<file path="src/rtl/sw_pkg.sv">
// sw_pkg: shared defaults and collector state encoding
package sw_pkg;
  localparam int SCORE_W_DEF = 12;
  localparam int CNT_W_DEF = 10;
  typedef enum logic [1:0] {IDLE, RECV, HOLD} state_t;
endpackage

</file>
<file path="src/rtl/max.sv">
// max: two-input unsigned maximum
module max #(
  parameter int W = 12
) (
  input  logic [W-1:0] a,
  input  logic [W-1:0] b,
  output logic [W-1:0] y
);
  assign y = (a > b) ? a : b;
endmodule

</file>
<file path="src/rtl/sw_collector.sv">
// sw_collector: reduces a systolic-chain burst to best score, length and position (SW_COLLECTOR_POS_EN enables end_pos)
module sw_collector
  import sw_pkg::*;
#(
  parameter int SCORE_W = SCORE_W_DEF,
  parameter int CNT_W = CNT_W_DEF
) (
  input  logic               clk,
  input  logic               rst_n,
  input  logic               valid_in,
  input  logic [1:0]         t_in,
  input  logic [SCORE_W-1:0] max_in,
  input  logic [SCORE_W-1:0] v_in,
  input  logic               score_ready,
  output logic               score_valid,
  output logic [SCORE_W-1:0] score_out,
  output logic [CNT_W-1:0]   len_out,
  output logic [CNT_W-1:0]   end_pos,
  output logic               overrun,
  output logic               len_sat
);
  state_t state, next;
  logic [SCORE_W-1:0] cand, best;
  logic [CNT_W-1:0] cnt;
  logic hs, sat, load, step, done, better, unused_t;
  max #(.W(SCORE_W)) u_max (.a(max_in), .b(v_in), .y(cand));
  assign unused_t = ^t_in;
  assign hs = score_valid && score_ready;
  assign sat = &cnt;
  assign better = cand > best;
  assign load = valid_in && (state == IDLE || (state == HOLD && hs));
  assign step = valid_in && state == RECV;
  assign done = !valid_in && state == RECV;
  always_comb begin
    next = state;
    next = state == IDLE ? (valid_in ? RECV : IDLE) :
           state == RECV ? (valid_in ? RECV : HOLD) :
           hs ? (valid_in ? RECV : IDLE) : HOLD;
  end
  always_ff @(posedge clk or negedge rst_n)
    if (!rst_n) state <= IDLE;
    else state <= next;
  always_ff @(posedge clk or negedge rst_n) begin
    if (!rst_n) begin
      best <= '0;
      cnt <= '0;
      score_valid <= 1'b0;
      score_out <= '0;
      len_out <= '0;
      overrun <= 1'b0;
      len_sat <= 1'b0;
    end else begin
      if (load) begin
        best <= cand;
        cnt <= CNT_W'(1);
      end else if (step) begin
        if (better) best <= cand;
        if (sat) len_sat <= 1'b1;
        else cnt <= cnt + 1'b1;
      end
      if (done) begin
        score_valid <= 1'b1;
        score_out <= best;
        len_out <= cnt;
      end else if (hs) score_valid <= 1'b0;
      if (state == HOLD && !hs && valid_in) overrun <= 1'b1;
    end
  end
`ifdef SW_COLLECTOR_POS_EN
  logic [CNT_W-1:0] pos;
  always_ff @(posedge clk or negedge rst_n) begin
    if (!rst_n) begin
      pos <= '0;
      end_pos <= '0;
    end else begin
      if (load) pos <= '0;
      else if (step && !sat && better) pos <= cnt;
      if (done) end_pos <= pos;
    end
  end
`else
  assign end_pos = '0;
`endif
endmodule

</file>
<file path="config.mk">
export PLATFORM = sky130hd
export DESIGN_NAME = sw_collector
export DESIGN_NICKNAME = d
export VERILOG_FILES = /design/src/rtl/sw_pkg.sv /design/src/rtl/max.sv /design/src/rtl/sw_collector.sv
export SDC_FILE = /design/constraint.sdc
export NUM_CORES = 1
export LEC_CHECK = 0
export CORE_MARGIN = 3
export CORE_UTILIZATION = 41
export DETAILED_ROUTE_END_ITERATION = 8
export PLACE_DENSITY = 0.71
export SYNTH_ARGS = -nofsm -noshare
export SYNTH_HDL_FRONTEND = slang
export SYNTH_SLANG_ARGS = --single-unit
</file>
<file path="constraint.sdc">
create_clock -name clk -period 3.54 [get_ports clk]
set_input_delay 0.708 -clock clk [delete_from_list [all_inputs] [get_ports clk]]
set_output_delay 0.708 -clock clk [all_outputs]
set_load 0.005 [all_outputs]
</file>
---- Word level (Yosys, flattened, before mapping) ----
Cells that the tools add are included.
storage, ports and cells
  register bits after elaboration ......... 49
  output and inout bits ................... 35
  word-level logic and storage cells ...... 47
cells by class
  add/subtract/negate cells ............... 1
  order comparisons ....................... 2
  equal/unequal tests ..................... 3
  mux-type cells .......................... 14
  bitwise gates (word level) .............. 1
  reductions and logical operators ........ 18
operator list
  cell                   number
  $mux 12                4
  $mux 10                3
  $gt 12x12->1           2
  $reduce_and 12->1      1
  $add 10x1->10 const B  1
  $reduce_and 10->1      1
  $mux 2                 4
  $logic_and 1x1->1      7
  $reduce_bool 2->1      3
  $reduce_and 2->1       2
  $mux 1                 3
  $eq 2x1->1 const B     1
  $eq 2x2->1 const B     1
  $logic_not 1->1        2
  $logic_not 2->1        1
  $ne 2x1->1 const B     1
  $logic_or 1x1->1       1
  $not 1->1              1

---- Logic depth before layout (Yosys ltp) ----
Gate-level depths: netlist of run 1.
  word-level depth ........................ 6
  gate-level depth with buffers ........... 16
  depth with buffers taken out ............ 14

---- Hierarchy ----
A second synthesis of run 1 with hierarchy kept.
second synthesis, totals
  cells, all modules ...................... 323
  area, all modules ....................... 3286.9 µm²
modules (own cells, without submodules)
  module        times used  cells an instance  area an instance (µm²)  seq. area each (µm²)
  sw_collector  1           268                2800.2                  1226.2
  max           1           55                 486.7                   0.0

---- Worst setup path before layout of run 1 ----
Ideal clock, no wire load.
  kind .................................... input port to flip-flop
  from .................................... input v_in[1]
  to ...................................... register best[11]
  setup time .............................. 0.125 ns
  arrival time ............................ 3.761 ns
  required time ........................... 3.415 ns
  setup slack ............................. -0.346 ns
  cell stages on the path ................. 16
  buffers on the path ..................... 2
  path through ............................ inv_1 -> ha_1 -> nor2b_4 -> o211ai_2 -> a211oi_2 -> o41ai_4 -> buf_6 -> mux2_4 -> ha_1 -> nor2b_1 -> o21a_1 -> o21a_1 -> o21ai_1 -> a31oi_1 -> buf_2 -> mux2_2
between the ends
  cells in the longest elaborated chain, start to end .. 5
RTL lines
  item                                  line                source
  start, declared                       sw_collector.sv:13  input logic [SCORE_W-1:0] v_in,
  $gt 12x12->1                          max.sv:9            assign y = (a > b) ? a : b;
  $mux 12 *                             max.sv:9
  net cand[1]                           sw_collector.sv:23  logic [SCORE_W-1:0] cand, best;
  $gt 12x12->1 *                        sw_collector.sv:30  assign better = cand > best;
  $reduce_bool 2->1 (no source line) *  --
  $reduce_and 2->1 (no source line) *   --
  end signal, assigned                  sw_collector.sv:54  best <= cand;
  end signal, assigned                  sw_collector.sv:57  if (better) best <= cand;
  end, declared                         sw_collector.sv:23
Mark *: on every way through the listed nets, which the timed path passes. The rest lies on a longest branch. The select of a mux whose other input is x is not followed.
A chain may end at the register's enable or synchronous reset.

---- Worst setup path after layout of run 1 ----
  from .................................... input v_in[6]
  to ...................................... register best[8]
between the ends
  cells in the longest elaborated chain, start to end .. 5
RTL lines
  item                                line
  $gt 12x12->1                        max.sv:9
  $mux 12                             max.sv:9
  net cand[1]                         sw_collector.sv:23
  $gt 12x12->1                        sw_collector.sv:30
  $reduce_bool 2->1 (no source line)  --
  $reduce_and 2->1 (no source line)   --
The timed path passes the listed nets, and every way through them passes these cells. The select of a mux whose other input is x is not followed.

==> results by group, run 1 <==
Status
  • Status: complete, but fails checks
  • Failing checks: setup timing

Power and ir drop
  • Final Power: 2.179 mW
  • Leakage: 1.817 nW
  • Worst IR Drop VDD: 0.2296 mV
  • Power Density: 552.1 nW/um^2

STA
  • Min cycle time layout: 3645 ps
  • Final setup fails: 12
  • Setup WS post-layout: -105.2 ps
  • Fin. max-slew vios: 0
  • Clk_skew: 7.233 ps
  • Unrepaired setup endpoints after global routing: yes
  • Slew headroom: 29.41%
  • Hold Fails Final Rpt: 0
  • Period utilisation layout: 103.0%
  • Maximum clock frequency: 274.3 MHz
  • Slew @ Worst Pin: 1059 ps

Floorplanning
  • Die width: 89.38 microns
  • Initial Utilization: 43.64%
  • Die H: 89.38 microns
  • Die area: 7988 sq um
  • Placeable Area: 6531 sq um
  • # IOs: 65
  • Row Count: 29

Clocking
  • Hold-fix buffers, CTS: 0
  • Number of CTS-inserted buffers: 5
  • Htree depth: 2
  • CTS max path bufs: 2
  • Root Driver: clkbuf_8
  • Clock sinks: 49
  • Worst-Skew Late Latency: 310 ps
  • Clock-pin slew on the worst setup and hold paths: 90 ps
  • CTS tree: done

Synthesis
  • Area of the mapped netlist: 2850 sq um
  • Synth Area per Inst: 11.63 sq um
  • Top cell type by total area after synthesis: dfrtp_1
  • Sequential share of the synthesized area: 43.02%
  • Most common cell in the synthesized netlist: dfrtp_1
  • Leading cell types by count after synthesis: dfrtp_1 (49), inv_1 (28), ha_1 (25), mux2_2 (22), mux2_1 (13)
  • Synth async-reset ratio: 100.0%
  • EDFF count, synth: 0
  • Mapped Cells: 245
  • Distinct cells, synth: 43
  • YS warnings: 0
  • Area share of the largest cell type after synthesis: 43.02%
  • Synth Register Bits: 49
  • Main synth FF type: dfrtp_1
  • Synth area leaders: dfrtp_1 (43%), ha_1 (11%), mux2_2 (8.7%)

Setup path
  • CP Max Fanout: 6
  • Critical Path Sink Type: flop
  • Crit-path leading delay family: compound AO/OA/AOI/OAI gates
  • WP buf/inv: 5
  • Worst setup SP type: primary input
  • Kind of critical path: primary input to flop
  • Slowest cell on the critical path: o41ai_4
  • Crit-path cells: buf_8 -> inv_4 -> ha_4 -> a21o_1 -> a21oi_2 -> a21oi_2 -> o41ai_4 -> buf_4 -> mux2_4 -> ha_4 -> nor2b_4 -> o21a_1 -> o21a_1 -> o21ai_1 -> a31oi_1 -> buf_4 -> buf_6 -> mux2_4
  • CP Data Required Time: 3730 ps
  • Slowest cell delay on critical path: 360 ps
  • Worst Path Arrival: 3840 ps

Global route
  • Vias in the first global route: 2170
  • Initial antenna violation count: 0
  • First-pass GRT wire length: 10.11 mm
  • Congestion Overflow GR: 0
  • GRT Overall Usage: 16.15%
  • Largest net degree at the start of global routing: 50

Run
  • Maxcap violations: 0

Route
  • DRC viols: 0
  • DRT Pass-1 Iters: 4
  • DR vias: 2025
  • Drt wl/cell: 14.29 microns
  • Post-route ant nets: 0
  • DRT iter0 DRCs: 56
  • Post-Route WL: 5.759 mm
  • DR vias/cell: 5.025

Cells and area
  • Final std cells w/o fill: 403
  • Multi-input logic area: 1725 sq um
  • Sequential cell area: 1226 sq um
  • # nets final: 380
  • Layout cells sized above 1: 41.72%
  • Fillers: 537
  • ANT cells: 0
  • P&R area growth vs syn: 38.50%

Place
  • Port bufs: 52
  • Gp weighted congestion: 0.7704
  • HPWL after DPL: 4.320 mm
  • Dpl cells: 387

Worst hold path
  • Worst hold path class: flop to flop
[power by group]
part | switching, mW | internal [mW] | leakage (nW)
logic | 0.374 | 0.607 | 1.16
registers | 0.123 | 0.738 | 0.617
clock network | 0.197 | 0.140 | 0.0445
[final timing paths]
check / depth (start not counted) / from / end / slack, ps
setup / recovery: 18 / v_in[6] / best[8]$_DFFE_PN0P_ / -110
hold / removal: 1 / overrun$_DFFE_PN0P_ / overrun$_DFFE_PN0P_ / 480
setup reg to reg: 10 / best[1]$_DFFE_PN0P_ / best[8]$_DFFE_PN0P_ / 1440
hold reg to reg: 1 / overrun$_DFFE_PN0P_ / overrun$_DFFE_PN0P_ / 480
max in group asynchronous: 1 / rst_n / best[8]$_DFFE_PN0P_ / 2310
min in group asynchronous: 1 / rst_n / len_out[0]$_DFFE_PN0P_ / 590
[cell families (layout without fill, tap and decap cells)]
family                     after synthesis  in the layout  share of synthesized area (%)
other                                    1             10                         0.1316
xor gates and xnor gates                 8              8                          2.458
and+or+nand+nor                         46             46                          9.482
adders and majority gates               25             25                          10.97
muxes                                   46             46                          19.27
buffers and inverters                   43            115                          7.374
DFF                                     49             49                          43.02
AOI/OAI and AO/OA                       27             27                          7.287
[layout by cell type, fill, tap and decap left out, drive strengths merged, types with 2 or more instances in the layout]
cell type,n
dfrtp,49
mux2,44
buf,40
inv,29
clkdlybuf4s50,27
ha,25
conb,10
clkdlybuf4s15,10
nor2,9
a21oi,9
nand4,8
nand2,8
clkbuf,7
xor2,5
nor2b,5
o21ai,4
nand3,3
a21o,3
xnor2,3
a21boi,2
nand2b,2
o21a,2
or3,2
mux2i,2
nor3,2
[layout make-up]
cell class | count | share of cell area (%)
clock buffer | 5 | 1.743
clock inverter | 3 | 0.5388
inverter | 28 | 2.789
multi-input combinational | 162 | 43.71
sequential | 49 | 31.06
tap | 77 | 2.441
timing repair buffer | 79 | 17.72
[registers in the layout (all words and copies together), names as in the netlist]
signal,flops
best,12
cnt,10
len_out,10
len_sat,1
overrun,1
score_out,12
score_valid,1
state,2
[metrics by stage]
| stage | setup WS (ps) | hold slack [ps] | TNS, ps | utilization [%] | cell area (sq um) |
|---|---|---|---|---|---|
| 3_5_place_dp | -830.5 | 464.7 | -9411 | 55.04 | 3595 |
| 3_3_place_gp | -754.8 | 462.3 | -8618 | 55.04 | 3595 |
| 4_1_cts | -173.7 | 487.7 | -1481 | 60.13 | 3928 |
| 6_report | -105.2 | 483.0 | -863.8 | 60.44 | 3948 |
| 5_1_grt | -221.4 | 514.6 | -2297 | 60.44 | 3948 |
| 2_1_floorplan | -190.2 | 412.4 | -1667 | - | 2943 |
[worst reg2reg max path, cell delays in order, from the launching register on]
cell	delay [ps]
dfrtp_1	420
inv_1	110
ha_4	210
nor2b_4	120
o21a_1	160
o21a_1	170
o21ai_1	120
a31oi_1	110
buf_4	150
buf_6	130
mux2_4	290
[what timing repair did]
item,CTS,global route
endpoints found under the setup margin,12,12
cloned,1,0
gates resized for setup,119,15
pin swaps,18,14
buffers inserted,6,1
[layer usage]
layer  vias up  GRT usage, %  share of wire (%)
li1        990             -                  -
met1       975         21.04                 45
met5         -             0                  0
met4         0         5.007                1.6
met3         8         2.212                3.3
met2        52         27.80                 50
(Power assumes the default switching activity.)
==> inputs of run 2 (changes only) <==
DONT_BUFFER_PORTS = 1   (was not set)
PLACE_DENSITY = 0.59   (was 0.71)
==> results by group, run 2 (synthesis gave the netlist of run 1 again) <==
STA
  • Hold Fails Final Rpt: 0 (unchanged)
  • Slew @ Worst Pin: 765.8 ps (-293.0 ps)
  • Min cycle time layout: 3496 ps (-149.2 ps)
  • Final setup fails: 0 (-12)
  • Fin. max-slew vios: 0 (unchanged)
  • Clk_skew: 5.279 ps (-1.954 ps)
  • Period utilisation layout: 98.76% (-4.2 points)
  • Unrepaired setup endpoints after global routing: yes
  • Slew headroom: 48.67% (+19 points)
  • Maximum clock frequency: 286.0 MHz (+4.3%)

Worst hold path
  • Worst hold path class: primary input to async pin

Cells and area
  • Finished Cell Area: 3372 sq um (-15%)
  • P&R area growth vs syn: 18.31%
  • ANT cells: 0 (unchanged)
  • Largest regs: best: 12 flops, score_out: 12 flops
  • # nets final: 316 (-17%)
  • Most frequent cells in the layout: dfrtp_1 (49), inv_1 (26), mux2_4 (22)
  • Fin util: 51.63% (-8.8 points)
  • Most common cell after layout, fill and taps aside: dfrtp_1
  • Fillers: 576 (+7.3%)
  • Layout cells sized above 1: 34.35% (-7.4 points)
  • Final std cells w/o fill: 339 (-16%)

Floorplanning
  • Row Count: 29 (unchanged)
  • Die area: 7988 sq um (unchanged)
  • Die width: 89.38 microns (unchanged)
  • Initial Utilization: 43.64% (unchanged)
  • Die H: 89.38 microns (unchanged)
  • # IOs: 65 (unchanged)
  • Placeable Area: 6531 sq um (unchanged)

Clocking
  • Htree depth: 2 (unchanged)
  • Worst-Skew Late Latency: 300 ps (about the same)
  • Hold-fix buffers, CTS: 0 (unchanged)
  • Clock sinks: 49 (unchanged)
  • Number of CTS-inserted buffers: 5 (unchanged)
  • CTS tree: done
  • Clock-pin slew on the worst setup and hold paths: 90 ps (about the same)
  • CTS max path bufs: 2 (unchanged)
  • Root Driver: clkbuf_8

Setup path
  • Worst reg2reg path depth: 9 (-1)
  • CP Max Fanout: 8 (+2)
  • Critical Path Sink Type: flop
  • Slowest cell on the critical path: o41ai_4
  • Worst Path Arrival: 3690 ps (-150 ps)
  • Crit-path cells: inv_1 -> ha_1 -> nand4_1 -> buf_4 -> a211oi_4 -> o41ai_4 -> buf_6 -> mux2_4 -> ha_4 -> a21o_1 -> nand3_2 -> a21oi_2 -> nor3_2 -> a31oi_2 -> buf_6 -> mux2_4
  • Reg2Reg Launch Point: best[1]$_DFFE_PN0P_
  • Crit path from: v_in[11]
  • Slowest cell delay on critical path: 400 ps (+40 ps)
  • Kind of critical path: primary input to flop
  • CP Data Required Time: 3730 ps (about the same)
  • Worst setup SP type: primary input

Route
  • DRT Pass-1 Iters: 4 (unchanged)
  • Post-route ant nets: 0 (unchanged)
  • DRC viols: 0 (unchanged)
  • DR vias/cell: 5.206 (+3.6%)
  • Drt wl/cell: 14.49 microns (+1.4%)
  • Post-Route WL: 4.913 mm (-15%)
  • DRT iter0 DRCs: 24 (-57%)
  • DR vias: 1765 (-13%)

Global route
  • Largest net degree at the start of global routing: 50 (unchanged)
  • Congestion Overflow GR: 0 (unchanged)
  • Initial antenna violation count: 0 (unchanged)
  • Vias in the first global route: 1719 (-21%)
  • GRT Overall Usage: 12.84% (-3.3 points)
  • First-pass GRT wire length: 7.893 mm (-22%)

Place
  • Gp weighted congestion: 0.7267 (-5.7%)
  • HPWL after DPL: 3.781 mm (-12%)
  • Port bufs: 0 (-100%)
  • Dpl cells: 327 (-16%)
  • Placed Instance Area: 3019 sq um (-16%)

Power and ir drop
  • Power Density: 603.2 nW/um^2 (+9.3%)
  • Worst IR Drop VDD: 0.1931 mV (-16%)
  • Leakage: 1.587 nW (-13%)

Status
  • Status: complete, no violations

Run
  • Maxcap violations: 0 (unchanged)
run 2: cell count changes in the layout (fill, tap and decap cells not counted), moves of 4 or more:
cell and delta:
inv_2 -10, clkdlybuf4s50_1 -27, inv_1 +10, clkdlybuf4s15_2 -7
buf_4 -9, ha_4 -4, buf_2 -11, ha_1 +4
mux2_4 +6, mux2_2 -6
run 2: stage by stage:
| stage | setup WS [ps] | TNS [ps] | total power, mW | hold slack (ps) |
|---|---|---|---|---|
| finish | 43.96 | 0 | 2.034 | 99.33 |
| global route | -78.29 | -724.4 | 2.198 | 67.10 |
| CTS | 33.04 | 0 | 1.917 | 80.92 |
| detailed placement | -283.3 | -2976 | 1.521 | 413.8 |
| global placement | -261.5 | -2726 | 1.498 | 414.3 |
| floorplan | -190.2 | -1667 | 1.362 | 412.4 |
run 2: metal layers:
metal / GRT usage [%] / wire length [microns] / vias up
li1: - / - / 859
met1: 15.27 / 2086 / 852
met2: 21.50 / 2411 / 47
met3: 4.240 / 334 / 7
met4: 4.871 / 80 / 0
met5: 0 / 0 / -
run 2: power by group:
group	switching, mW	total (mW)	internal (mW)
clock network	0.178	0.390	0.212
registers	0.148	0.886	0.739
logic	0.310	0.758	0.448
total	0.635	2.03	1.40
run 2: final cells by class:
cell class              count  area (sq um)  area share (%)
clock buffers               6         72.57           2.152
clock inverters             2         38.79           1.150
inverters                  28         112.6           3.340
multi-input cells         162          1702           50.46
flip-flops and latches     49          1226           36.36
well taps                  77         96.34           2.857
repair buffers             15         123.9           3.673
run 2: worst paths after layout:
| path | end | slack, ps |
|---|---|---|
| max | best[11]$_DFFE_PN0P_ | 40 |
| min | len_out[7]$_DFFE_PN0P_ | 100 |
| max reg2reg | best[3]$_DFFE_PN0P_ | 1540 |
| min reg2reg | len_out[8]$_DFFE_PN0P_ | 520 |
| max in group asynchronous | len_sat$_DFFE_PN0P_ | 3330 |
| min in group clk | len_out[8]$_DFFE_PN0P_ | 520 |
run 2: repair_timing:
item,CTS,global route
gates resized for setup,0,36
setup endpoints to repair,0,11
setup buffers,0,4
run 2: worst max-delay path: cells and delay by family:
kind	cells	cell delay, ps
compound gates	5	930
fa+ha+maj	2	550
buf+inv	4	560
mux	2	630
simple gates	3	300
